`src/rtl/fft_stage_sequencer.sv`:
```
// Address sequencer for an in-place radix-2 DIT FFT: walks every stage and butterfly,
// presenting RAM A/B and twiddle addresses to the datapath over a valid/ready handshake.
module fft_stage_sequencer #(
    parameter int ADDR_WIDTH = 9
) (
    input  logic                  clk,
    input  logic                  rst,
    input  logic                  start,
    input  logic                  bf_ready,
    input  logic                  pipe_idle,
    output logic                  busy,
    output logic                  bf_valid,
    output logic [ADDR_WIDTH-1:0] addr_a,
    output logic [ADDR_WIDTH-1:0] addr_b,
    output logic [ADDR_WIDTH-1:0] tw_addr,
    output logic [3:0]            stage,
    output logic                  done
);

    localparam int              BW     = ADDR_WIDTH - 1;
    localparam logic [BW-1:0]   B_LAST = '1;
    localparam logic [3:0]      S_LAST = 4'(ADDR_WIDTH - 1);

    typedef enum logic [1:0] {IDLE, RUN, DRAIN, DONE} state_t;

    state_t                state_q, state_d;
    logic [BW-1:0]         b_q, b_d;
    logic [3:0]            stage_q, stage_d;
    logic                  busy_q, busy_d;
    logic                  valid_q, valid_d;
    logic                  done_q, done_d;
    logic [ADDR_WIDTH-1:0] addr_a_q, addr_a_d;
    logic [ADDR_WIDTH-1:0] addr_b_q, addr_b_d;
    logic [ADDR_WIDTH-1:0] tw_q, tw_d;
    logic [ADDR_WIDTH-1:0] mask;
    logic [ADDR_WIDTH-1:0] b_ext;

    always_ff @(posedge clk) begin
        if (rst) begin
            state_q  <= IDLE;
            b_q      <= '0;
            stage_q  <= '0;
            busy_q   <= 1'b0;
            valid_q  <= 1'b0;
            done_q   <= 1'b0;
            addr_a_q <= '0;
            addr_b_q <= '0;
            tw_q     <= '0;
        end else begin
            state_q  <= state_d;
            b_q      <= b_d;
            stage_q  <= stage_d;
            busy_q   <= busy_d;
            valid_q  <= valid_d;
            done_q   <= done_d;
            addr_a_q <= addr_a_d;
            addr_b_q <= addr_b_d;
            tw_q     <= tw_d;
        end
    end

    always_comb begin
        state_d = state_q;
        b_d     = b_q;
        stage_d = stage_q;
        unique case (state_q)
            IDLE: begin
                if (start) begin
                    state_d = RUN;
                    b_d     = '0;
                    stage_d = '0;
                end
            end
            RUN: begin
                if (bf_ready) begin
                    if (b_q == B_LAST) state_d = DRAIN;
                    else               b_d     = b_q + BW'(1);
                end
            end
            DRAIN: begin
                if (pipe_idle) begin
                    if (stage_q == S_LAST) begin
                        state_d = DONE;
                    end else begin
                        state_d = RUN;
                        stage_d = stage_q + 4'd1;
                        b_d     = '0;
                    end
                end
            end
            DONE: state_d = IDLE;
            default: state_d = IDLE;
        endcase
    end

    // Outputs are precomputed from next-state values so every port is a flop.
    // addr_a inserts a zero bit at position s into b; pos is the low s bits of b.
    always_comb begin
        b_ext    = {1'b0, b_d};
        mask     = (ADDR_WIDTH'(1) << stage_d) - ADDR_WIDTH'(1);
        addr_a_d = ((b_ext & ~mask) << 1) | (b_ext & mask);
        addr_b_d = addr_a_d + (mask + ADDR_WIDTH'(1));
        tw_d     = (b_ext & mask) << (S_LAST - stage_d);
        valid_d  = (state_d == RUN);
        busy_d   = (state_d != IDLE);
        done_d   = (state_d == DONE);
    end

    assign busy     = busy_q;
    assign bf_valid = valid_q;
    assign addr_a   = addr_a_q;
    assign addr_b   = addr_b_q;
    assign tw_addr  = tw_q;
    assign stage    = stage_q;
    assign done     = done_q;

endmodule

```
`config.mk`:
```
export PLATFORM = sky130hd
export DESIGN_NAME = fft_stage_sequencer
export DESIGN_NICKNAME = d
export VERILOG_FILES = /design/src/rtl/fft_stage_sequencer.sv
export SDC_FILE = /design/constraint.sdc
export NUM_CORES = 1
export LEC_CHECK = 0
export CAP_MARGIN = 10
export CORE_ASPECT_RATIO = 1.4
export CORE_MARGIN = 10
export CORE_UTILIZATION = 55
export CTS_CLUSTER_SIZE = 25
export DETAILED_ROUTE_END_ITERATION = 12
export GPL_TIMING_DRIVEN = 0
export PLACE_DENSITY = 0.8
export SLEW_MARGIN = 30
export SYNTH_ARGS = -nofsm -noshare
export SYNTH_HDL_FRONTEND = slang
export SYNTH_SLANG_ARGS = --single-unit
```
`constraint.sdc`:
```
create_clock -name clk -period 11.7 [get_ports clk]
set_input_delay 1.755 -clock clk [delete_from_list [all_inputs] [get_ports clk]]
set_output_delay 1.755 -clock clk [all_outputs]
set_load 0.01 [all_outputs]
```
Word-level counts from Yosys, hierarchy flattened

Cells that the tools add are included.

Flip-flop bits (word level): 44
Bits of input ports: 5
Output and inout bits: 34
Logic and storage cells: 46

Add/sub/neg operators: 6
Eq/ne operators: 7
Shift-type cells: 2
Mux-type cells: 16
Bitwise logic cells: 4
Reductions and logical operators: 2

Operator list:

| cell                  | count |
|---|---|
| $mux W8               | 5 |
| $pmux W8 S3           | 1 |
| $mux W4               | 3 |
| $mux W2               | 5 |
| $add A9 B1 Y9 const B | 1 |
| $add A9 B9 Y9         | 1 |
| $and A8 B9 Y9         | 1 |
| $or A9 B9 Y9          | 1 |
| $shl A1 B4 Y9 const A | 1 |
| $shl A9 B4 Y9         | 1 |
| $sub A9 B2 Y9 const B | 1 |
| $add A8 B1 Y8 const B | 1 |
| $and A8 B8 Y8         | 1 |
| $eq A8 B8 Y1 const B  | 1 |
| $not A8 Y8            | 1 |
| $pmux W2 S4           | 1 |
| $pmux W4 S2           | 1 |
| $eq A2 B2 Y1 const B  | 3 |
| $add A4 B1 Y4 const B | 1 |
| $eq A2 B1 Y1 const B  | 2 |
| $eq A4 B4 Y1 const B  | 1 |
| $sub A4 B4 Y4 const A | 1 |
| $logic_not A2 Y1      | 1 |
| $reduce_bool A2 Y1    | 1 |

Longest topological paths before layout

Gate-level depths: netlist of the first run.

Depth in word-level cells: 10
Gate-level depth with buffers: 24
Gate-level depth less buffers: 23

Worst setup path after synthesis of the first run

Ideal clock, no wire load.

Path kind: input port to flip-flop
Start point: input port pipe_idle
End point: register addr_b_q[7], in the netlist addr_b[7]
Library setup time: 121 ps
Data arrival time: 5790 ps
Data required time: 11579 ps
Setup slack: 5790 ps
Cell stages on the path: 21
Buffers on the path: 2
Cells stage by stage: buf_4 -> inv_1 -> nor2_1 -> o211ai_2 -> inv_1 -> buf_1 -> ha_1 -> ha_1 -> a21boi_0 -> nand2_1 -> ha_1 -> inv_1 -> a31oi_2 -> or2_2 -> o21ai_0 -> ha_1 -> or2_2 -> a21oi_1 -> a21oi_1 -> a31oi_1 -> mux2_2

Longest elaborated chain between the ends: 8
Elaborated cells between the ends (all ways): 12
Classes of those cells: add/sub: 3; shift: 1; mux: 4; bitwise: 4

Ends and longest elaborated chain:

| what                   | line | text |
|---|---|---|
| start: declaration     | 10   | `input logic pipe_idle,` |
| $mux W4 (*)            | 81   | `if (pipe_idle) begin` |
| $pmux W4 S2 (*)        | 66   | `unique case (state_q)` |
| net stage_d[0]         | 28   | `logic [3:0] stage_q, stage_d;` |
| $shl A1 B4 Y9 (*)      | 100  | `mask = (ADDR_WIDTH'(1) << stage_d) - ADDR_WIDTH'(1);` |
| $sub A9 B2 Y9 (*)      | 100  |  |
| $not A8 Y8             | 101  | `addr_a_d = ((b_ext & ~mask) << 1) \| (b_ext & mask);` |
| $and A8 B8 Y8          | 101  |  |
| $or A9 B9 Y9 (*)       | 101  |  |
| net addr_a_d[3]        | 32   | `logic [ADDR_WIDTH-1:0] addr_a_q, addr_a_d;` |
| $add A9 B9 Y9 (*)      | 102  | `addr_b_d = addr_a_d + (mask + ADDR_WIDTH'(1));` |
| end signal: assignment | 57   | `addr_b_q <= addr_b_d;` |
| end: declaration       | 33   | `logic [ADDR_WIDTH-1:0] addr_b_q, addr_b_d;` |

The timed path passes the listed nets; every way through them passes the cells marked *.
A chain may end at the register's enable or synchronous reset.

Final worst setup path of the first run

Start point: input port start
End point: register addr_b_q[7], in the netlist addr_b[7]

Longest elaborated chain between the ends: 8
Elaborated cells between the ends (all ways): 12
Classes of those cells: add/sub: 3; shift: 1; mux: 4; bitwise: 4

Ends and longest elaborated chain:

| what               | line | text |
|---|---|---|
| start: declaration | 8    | `input logic start,` |
| $mux W4 (*)        | 68   | `if (start) begin` |
| $pmux W4 S2 (*)    | 66   |  |
| net stage_d[0]     | 28   |  |
| $shl A1 B4 Y9 (*)  | 100  |  |
| $sub A9 B2 Y9 (*)  | 100  |  |
| $not A8 Y8         | 101  |  |
| $and A8 B8 Y8      | 101  |  |
| $or A9 B9 Y9 (*)   | 101  |  |
| net addr_a_d[3]    | 32   |  |
| $add A9 B9 Y9 (*)  | 102  |  |

Marked as above.

==> results of run 1 <==
cells in the mapped netlist (4+ instances only):
cell                       number  share of area [%]
sky130_fd_sc_hd__and3_1         4               0.90
sky130_fd_sc_hd__ha_1          17                7.6
sky130_fd_sc_hd__inv_1         18                2.4
sky130_fd_sc_hd__nor2b_1       12                2.7
sky130_fd_sc_hd__or2_2          5                1.1
sky130_fd_sc_hd__nor2_1        37                5.0
sky130_fd_sc_hd__a21oi_1       16                2.9
sky130_fd_sc_hd__o311ai_0       5                1.6
sky130_fd_sc_hd__xnor2_1        4                1.3
sky130_fd_sc_hd__nand2_1       20                2.7
sky130_fd_sc_hd__a21o_1         6                1.6
sky130_fd_sc_hd__dfxtp_1       44                 32
sky130_fd_sc_hd__o22ai_1        7                1.6
sky130_fd_sc_hd__nor3_1         9                1.6
sky130_fd_sc_hd__o211ai_1       5                1.3
sky130_fd_sc_hd__o211a_1        4                1.4
sky130_fd_sc_hd__and2_1         5                1.1
sky130_fd_sc_hd__a31oi_1        5                1.1
sky130_fd_sc_hd__nand3_1        4               0.72
sky130_fd_sc_hd__o21ai_0       14                2.5
sky130_fd_sc_hd__nand4_1        5                1.1
sky130_fd_sc_hd__clkbuf_1       5               0.67
power by group through the flow:
stage / clock (uW) / sequential, uW / combinational, uW
final: 123 / 153 / 17.6
after detailed placement: 0 / 156 / 17.4
after CTS: 124 / 153 / 17.6
after global routing: 130 / 153 / 19.5
after global placement: 0 / 156 / 17.1
after floorplan: 0 / 157 / 9.89
cells by family (layout without fill, tap and decap cells):
group,after synthesis,after routing,synth area share [%]
muxes,5,5,2.74
DFF,44,44,31.6
adders and majority gates,18,18,8.36
buffers and inverters,30,74,4.31
xor gates and xnor gates,6,6,1.89
AOI/OAI and AO/OA,99,99,26.7
and+or+nand+nor,123,123,24.4
layer usage:
metal	wire [um]	track usage, %	vias up
met4	282	9.97	0
li1	-	-	1276
met2	3870	31.8	60
met3	352	4.24	19
met1	2880	19.1	1209
met5	0	0	-
state kept, by name, summed over array words and instances (netlist names):
signal,count
addr_a,9
addr_b,9
b_q,8
bf_valid,1
busy,1
done,1
stage,4
state_q,2
tw_addr,9
final cells by class:
class	instances	area (um^2)	share of cell area, %
clock inverters	2	38.8	1.16
multi-input cells	251	1780	53.3
clock buffers	6	82.6	2.47
well taps	64	80.1	2.39
flip-flops and latches	44	881	26.3
inverters	20	75.1	2.24
plain buffers	10	45.0	1.35
repair buffers	36	360	10.8
worst min path at each step:
stage	to	depth (start not counted)	startpoint
floorplan	b_q[3]	2	b_q[3]
CTS	busy	3	state_q[0]
global placement	state_q[0]	3	state_q[0]
detailed placement	busy	3	state_q[0]
global route	busy	3	state_q[0]
finish	state_q[0]	3	state_q[0]
worst max-delay path, delay by kind of cell:
kind | cells | cell delay, ps
compound gates | 8 | 1570
buf+inv | 4 | 1320
fa+ha+maj | 4 | 1180
simple gates | 4 | 980
mux | 1 | 350
per-stage QoR:
| stage | utilization [%] | area (um^2) | cells | total power, uW |
|---|---|---|---|---|
| after floorplan | - | 2780 | 325 | 166 |
| after global placement | 66.1 | 3220 | 425 | 173 |
| after detailed placement | 66.1 | 3220 | 425 | 174 |
| after CTS | 68.6 | 3350 | 433 | 294 |
| after global routing | 68.6 | 3350 | 433 | 302 |
| final | 68.6 | 3350 | 433 | 293 |
==> results.py, run 1 <==
metrics = {
    "run_status": {
        "run_status": "completed",
    },
    "die": {
        "effective_utilization_at_floorplan_pct": 57.1,
        "placementRows": 30,
        "coreArea_mm2": 0.00488,
        "die_area_mm2": 0.00835,
        "die_x_um": 80.1,
        "floorplan.die.height_um": 104,
        "ioPinCount": 39,
    },
    "sta": {
        "maximum_achievable_frequency_ghz": 0.144,
        "fin_worst_skew_ps": 9.13,
        "rsz0062_at_grt": "no",
        "timing_max_transition_violations_final": 0,
        "setup-tns-final_ps": 0,
        "setup_violations": 0,
        "finalWorstPathRequiredPeriod_ps": 6940,
        "max-slew-margin-rel_pct": 47.9,
        "timing_worst_slew_pin_value_ps": 782,
        "final_hold_violations": 0,
        "setup_slack_ps": 4760,
        "hold_slack_ps": 732,
        "layout_worst_path_cycle_share_pct": 59.3,
    },
    "grt": {
        "maximum_number_of_pins_on_one_net_before_global_route_repair": 15,
        "antenna_found_initial": 0,
        "track_usage_pct": 18.2,
        "global_route_wire_length_before_repair_um": 12400,
        "grt_remaining_overflow": 0,
        "via_count_of_the_first_global_routing_pass": 2598,
    },
    "worst_setup_path": {
        "cp_cell_sequence": "clkdlybuf4s50_1 > o21bai_1 > nand2_1 > o211ai_2 > inv_1 > buf_1 > ha_1 > ha_1 > a21boi_0 > nand2_1 > ha_1 > inv_1 > a31oi_2 > or2_2 > o21ai_0 > ha_1 > or2_2 > a21oi_1 > a21oi_1 > a31oi_1 > mux2_2",
        "path_common_cell": "sky130_fd_sc_hd__ha_1",
        "crit_end": "addr_b[7]",
        "max_stage_delay_ps": 530,
        "r2r_slack_ps": 5910,
        "setup.worst_path.start_class": "input pin",
        "critical_path.endpoint_type": "register",
        "rr_startpoint": "stage[0]",
        "worst-endpoint-arrival_ps": 7140,
        "critical_path.slowest_cell": "sky130_fd_sc_hd__clkdlybuf4s50_1",
        "critical_path_start_end_classification": "in2reg",
        "critPathRequiredTime_ps": 11900,
        "critical_path.startpoint": "start",
        "rr_worst_depth": 22,
        "timing.rr.end": "addr_b[7]",
        "path_max_fanout": 11,
    },
    "yosys": {
        "dominantRegCellSynth": "sky130_fd_sc_hd__dfxtp_1",
        "synth_area_mm2": 0.00278,
        "postSynthRegisterBits": 44,
        "synth_area_per_cell_um2": 8.57,
        "syn-instance-count": 325,
        "yosysSeqAreaShare_pct": 31.6,
        "synth_nets": 348,
        "synth_edf_count": 0,
        "synth_warnings": 0,
        "yosys.cell_types.count": 72,
        "ys_async_sr_fraction_pct": 0,
    },
    "route": {
        "ant_nets": 0,
        "routedWlPerCell_um": 17.1,
        "first_pass_iters": 4,
        "detailedRoute.firstIterationViolations": 154,
        "detailroute.via_count": 2564,
        "drt-total-wl_um": 7390,
        "post-route-drc-count": 0,
        "via_per_inst": 5.92,
    },
    "finish": {
        "final_nets": 391,
        "num_antenna_cells": 0,
        "fill_cell_count": 416,
        "mostFrequentLayoutCell": "sky130_fd_sc_hd__dfxtp_1",
        "commonest_cells_after_routing_fill_and_taps_aside": "44 x sky130_fd_sc_hd__dfxtp_1, 37 x sky130_fd_sc_hd__nor2_1, 36 x sky130_fd_sc_hd__clkdlybuf4s50_1, 20 x sky130_fd_sc_hd__nand2_1, 18 x sky130_fd_sc_hd__inv_1",
        "drive_gt1_share_pct": 10.3,
        "layout-area-overhead-vs-synth_pct": 20.2,
    },
    "power": {
        "p_clk_share_pct": 42.0,
        "sequentialPowerShare_pct": 52.0,
        "max-vdd-ir-drop_mv": 0.0576,
        "cellPowerDensity_mw_per_mm2": 87.7,
        "power_switching_uw": 65.3,
        "power.share.switching_pct": 22.3,
        "standby_leakage_power_uw": 0.00137,
        "internal_power_uw": 228,
        "combinationalPowerShare_pct": 6.0,
    },
    "clock_network": {
        "max-clock-path-buffers": 2,
        "worstSkewPairLatency_ps": 300,
        "path_clk_slew_ps": 90,
        "clk_root_buffer_cell": "sky130_fd_sc_hd__clkbuf_8",
        "cts_tree": "yes",
        "postCtsResizedCells": 0,
        "cts.hold.buffers_added": 0,
        "cts_inserted_buffers": 5,
        "htree_num_levels": 2,
        "postCtsSetupBuffers": 0,
        "clock_sinks": 44,
    },
    "placed_design": {
        "port_buffers": 36,
        "detailed_placement_hpwl_um": 5780,
        "dpl_worst_slack_ps": 4500,
        "place.gp.congestion": 0.914,
    },
    "min_path": {
        "hold_class": "reg2reg",
    },
    "run": {
        "max-cap-violations": 0,
    },
}
(Power assumes the default switching activity.)
==> run 2: changes to the inputs <==
- CORE_UTILIZATION: 55 -> 50
- PLACE_DENSITY: 0.8 -> 0.77
- clock period: 11.7 -> 5.99 ns (I/O delays scaled with it)
==> run 2 against run 1 <==
Routed wire length decreased by 0.32%. Worst setup slack got worse by 4300 ps. Combinational power increased by 97%. Die area increased by 7.8%. Via count increased by 1.2%.
==> results.py, run 2 (synthesis gave the netlist of run 1 again) <==
metrics = {
    "clock_network": {
        "htree_num_levels": 2,
        "clk_root_buffer_cell": "sky130_fd_sc_hd__clkbuf_8",
        "worstSkewPairLatency_ps": 300,
        "path_clk_slew_ps": 80,
        "cts_tree": "yes",
        "max-clock-path-buffers": 2,
        "clock_sinks": 44,
        "cts_inserted_buffers": 5,
    },
    "run": {
        "max-cap-violations": 0,
    },
    "finish": {
        "finish.instance_area_mm2": 0.00335,
        "num_antenna_cells": 0,
        "fill_cell_count": 525,
        "commonest_cells_after_routing_fill_and_taps_aside": "44 x sky130_fd_sc_hd__dfxtp_1, 37 x sky130_fd_sc_hd__nor2_1, 36 x sky130_fd_sc_hd__clkdlybuf4s50_1, 20 x sky130_fd_sc_hd__nand2_1",
        "layout-area-overhead-vs-synth_pct": 20.5,
        "multi_input_area_mm2": 0.00179,
        "drive_gt1_share_pct": 11.6,
        "mostFrequentLayoutCell": "sky130_fd_sc_hd__dfxtp_1",
        "final_nets": 393,
        "stdcell_count": 439,
        "layout.area.seq_um2": 881,
    },
    "grt": {
        "maximum_number_of_pins_on_one_net_before_global_route_repair": 17,
        "grt_remaining_overflow": 0,
        "global_route_wire_length_before_repair_um": 12200,
        "antenna_found_initial": 0,
        "track_usage_pct": 16.1,
        "via_count_of_the_first_global_routing_pass": 2527,
    },
    "sta": {
        "rsz0062_at_grt": "no",
        "fin_worst_skew_ps": 3.14,
        "setup_slack_ps": 420,
        "setup-tns-final_ps": 0,
        "layout_worst_path_cycle_share_pct": 93.0,
        "final_hold_violations": 0,
        "timing_worst_slew_pin_value_ps": 821,
        "finalWorstPathRequiredPeriod_ps": 5570,
        "maximum_achievable_frequency_ghz": 0.180,
        "max-slew-margin-rel_pct": 45.3,
        "timing_max_transition_violations_final": 0,
        "setup_violations": 0,
    },
    "power": {
        "standby_leakage_power_uw": 0.00137,
        "combinationalPowerShare_pct": 6.5,
        "power_switching_uw": 130,
        "p_clk_share_pct": 37.5,
        "power.share.switching_pct": 24.4,
        "cellPowerDensity_mw_per_mm2": 159,
        "total_chip_power_uw": 532,
        "sequentialPowerShare_pct": 56.0,
        "internal_power_uw": 402,
        "max-vdd-ir-drop_mv": 0.111,
    },
    "min_path": {
        "hold_class": "reg2reg",
    },
    "die": {
        "die_area_mm2": 0.00900,
        "effective_utilization_at_floorplan_pct": 51.1,
        "floorplan.die.height_um": 108,
        "ioPinCount": 39,
        "die_x_um": 83.1,
        "placementRows": 32,
        "coreArea_mm2": 0.00545,
    },
    "route": {
        "ant_nets": 0,
        "post-route-drc-count": 0,
        "routedWlPerCell_um": 16.8,
        "detailroute.via_count": 2594,
        "first_pass_iters": 4,
        "via_per_inst": 5.91,
        "detailedRoute.firstIterationViolations": 138,
        "drt-total-wl_um": 7360,
    },
    "worst_setup_path": {
        "cp_cell_sequence": "clkdlybuf4s50_1 > o21bai_1 > nand2_1 > o211ai_2 > clkinvlp_4 > ha_1 > ha_1 > a21boi_0 > nand2_1 > ha_1 > inv_1 > a31oi_2 > or2_2 > o21ai_0 > ha_1 > or2_2 > a21oi_1 > a21oi_1 > a31oi_1 > mux2_2",
        "path_common_cell": "sky130_fd_sc_hd__ha_1",
        "setup.worst_path.start_class": "input pin",
        "path_max_fanout": 8,
        "max_stage_delay_ps": 530,
        "critical_path_start_end_classification": "in2reg",
        "critical_path.endpoint_type": "register",
        "critPathRequiredTime_ps": 6190,
        "worst-endpoint-arrival_ps": 5770,
        "critical_path.slowest_cell": "sky130_fd_sc_hd__clkdlybuf4s50_1",
    },
    "placed_design": {
        "port_buffers": 36,
        "placed_area_mm2": 0.00323,
        "detailed_placement_hpwl_um": 5860,
        "dpl_worst_slack_ps": -378,
        "place.detailed.instances": 429,
        "place.gp.congestion": 0.908,
    },
    "run_status": {
        "run_status": "completed",
    },
}
[run 2: cell types whose count changed in the layout (fill, tap and decap cells not counted)]
cell / previous run / this run
sky130_fd_sc_hd__buf_4: 1 / 4
sky130_fd_sc_hd__clkinvlp_4: 0 / 3
sky130_fd_sc_hd__a22oi_1: 1 / 0
sky130_fd_sc_hd__a22oi_2: 0 / 1
sky130_fd_sc_hd__buf_1: 1 / 0
sky130_fd_sc_hd__bufinv_16: 1 / 0
sky130_fd_sc_hd__clkinv_4: 1 / 0
sky130_fd_sc_hd__inv_1: 18 / 17
[run 2: area by class of cell]
cell class | count | area share (%)
timing repair buffer | 39 | 11.4
tap | 68 | 2.54
multi-input combinational | 251 | 53.3
clock inverter | 2 | 0.448
inverter | 20 | 2.35
clock buffer | 6 | 2.46
buffer | 9 | 1.23
sequential | 44 | 26.3
[run 2: power by group through the flow]
stage / clock network, uW / logic [uW] / registers, uW
after global routing: 214 / 38.0 / 298
final: 200 / 34.7 / 298
after floorplan: 0 / 19.3 / 306
after CTS: 202 / 34.6 / 298
after detailed placement: 0 / 34.5 / 305
after global placement: 0 / 33.4 / 305
[run 2: worst paths after layout]
kind	startpoint	to	slack, ps	cells after the start
setup / recovery	start	addr_b[7]	420	20
hold / removal	state_q[0]	state_q[0]	730	3
setup reg to reg	stage[0]	addr_b[7]	720	21
hold reg to reg	state_q[0]	state_q[0]	730	3
[run 2: repair_timing]
action,CTS,global route
buffers inserted,0,3
hold buffers,0,0
resized for setup,0,2
setup endpoints to repair,1,3
gates cloned,0,0
[run 2: worst max-delay path: cells and delay by family]
family	cells	cell delay, ps
buf+inv	3	860
compound gates	8	1590
mux	1	350
fa+ha+maj	4	1080
simple gates	4	990
[run 2: routing by layer]
layer  part of all wire, %  global-route usage [%]  routed length [um]  vias to the layer above
met1                    39                    16.0                2840                     1220
met2                    53                    30.6                3910                       65
li1                      -                       -                   -                     1288
met4                   4.1                    8.05                 303                        0
met5                     0                       0                   0                        -
met3                   4.2                    3.61                 311                       21
[run 2: through the flow]
step / hold slack [ps] / utilization, %
after floorplan: 600 / -
after global placement: 690 / 59.3
after detailed placement: 704 / 59.3
after CTS: 724 / 61.0
after global routing: 786 / 61.6
final: 727 / 61.6
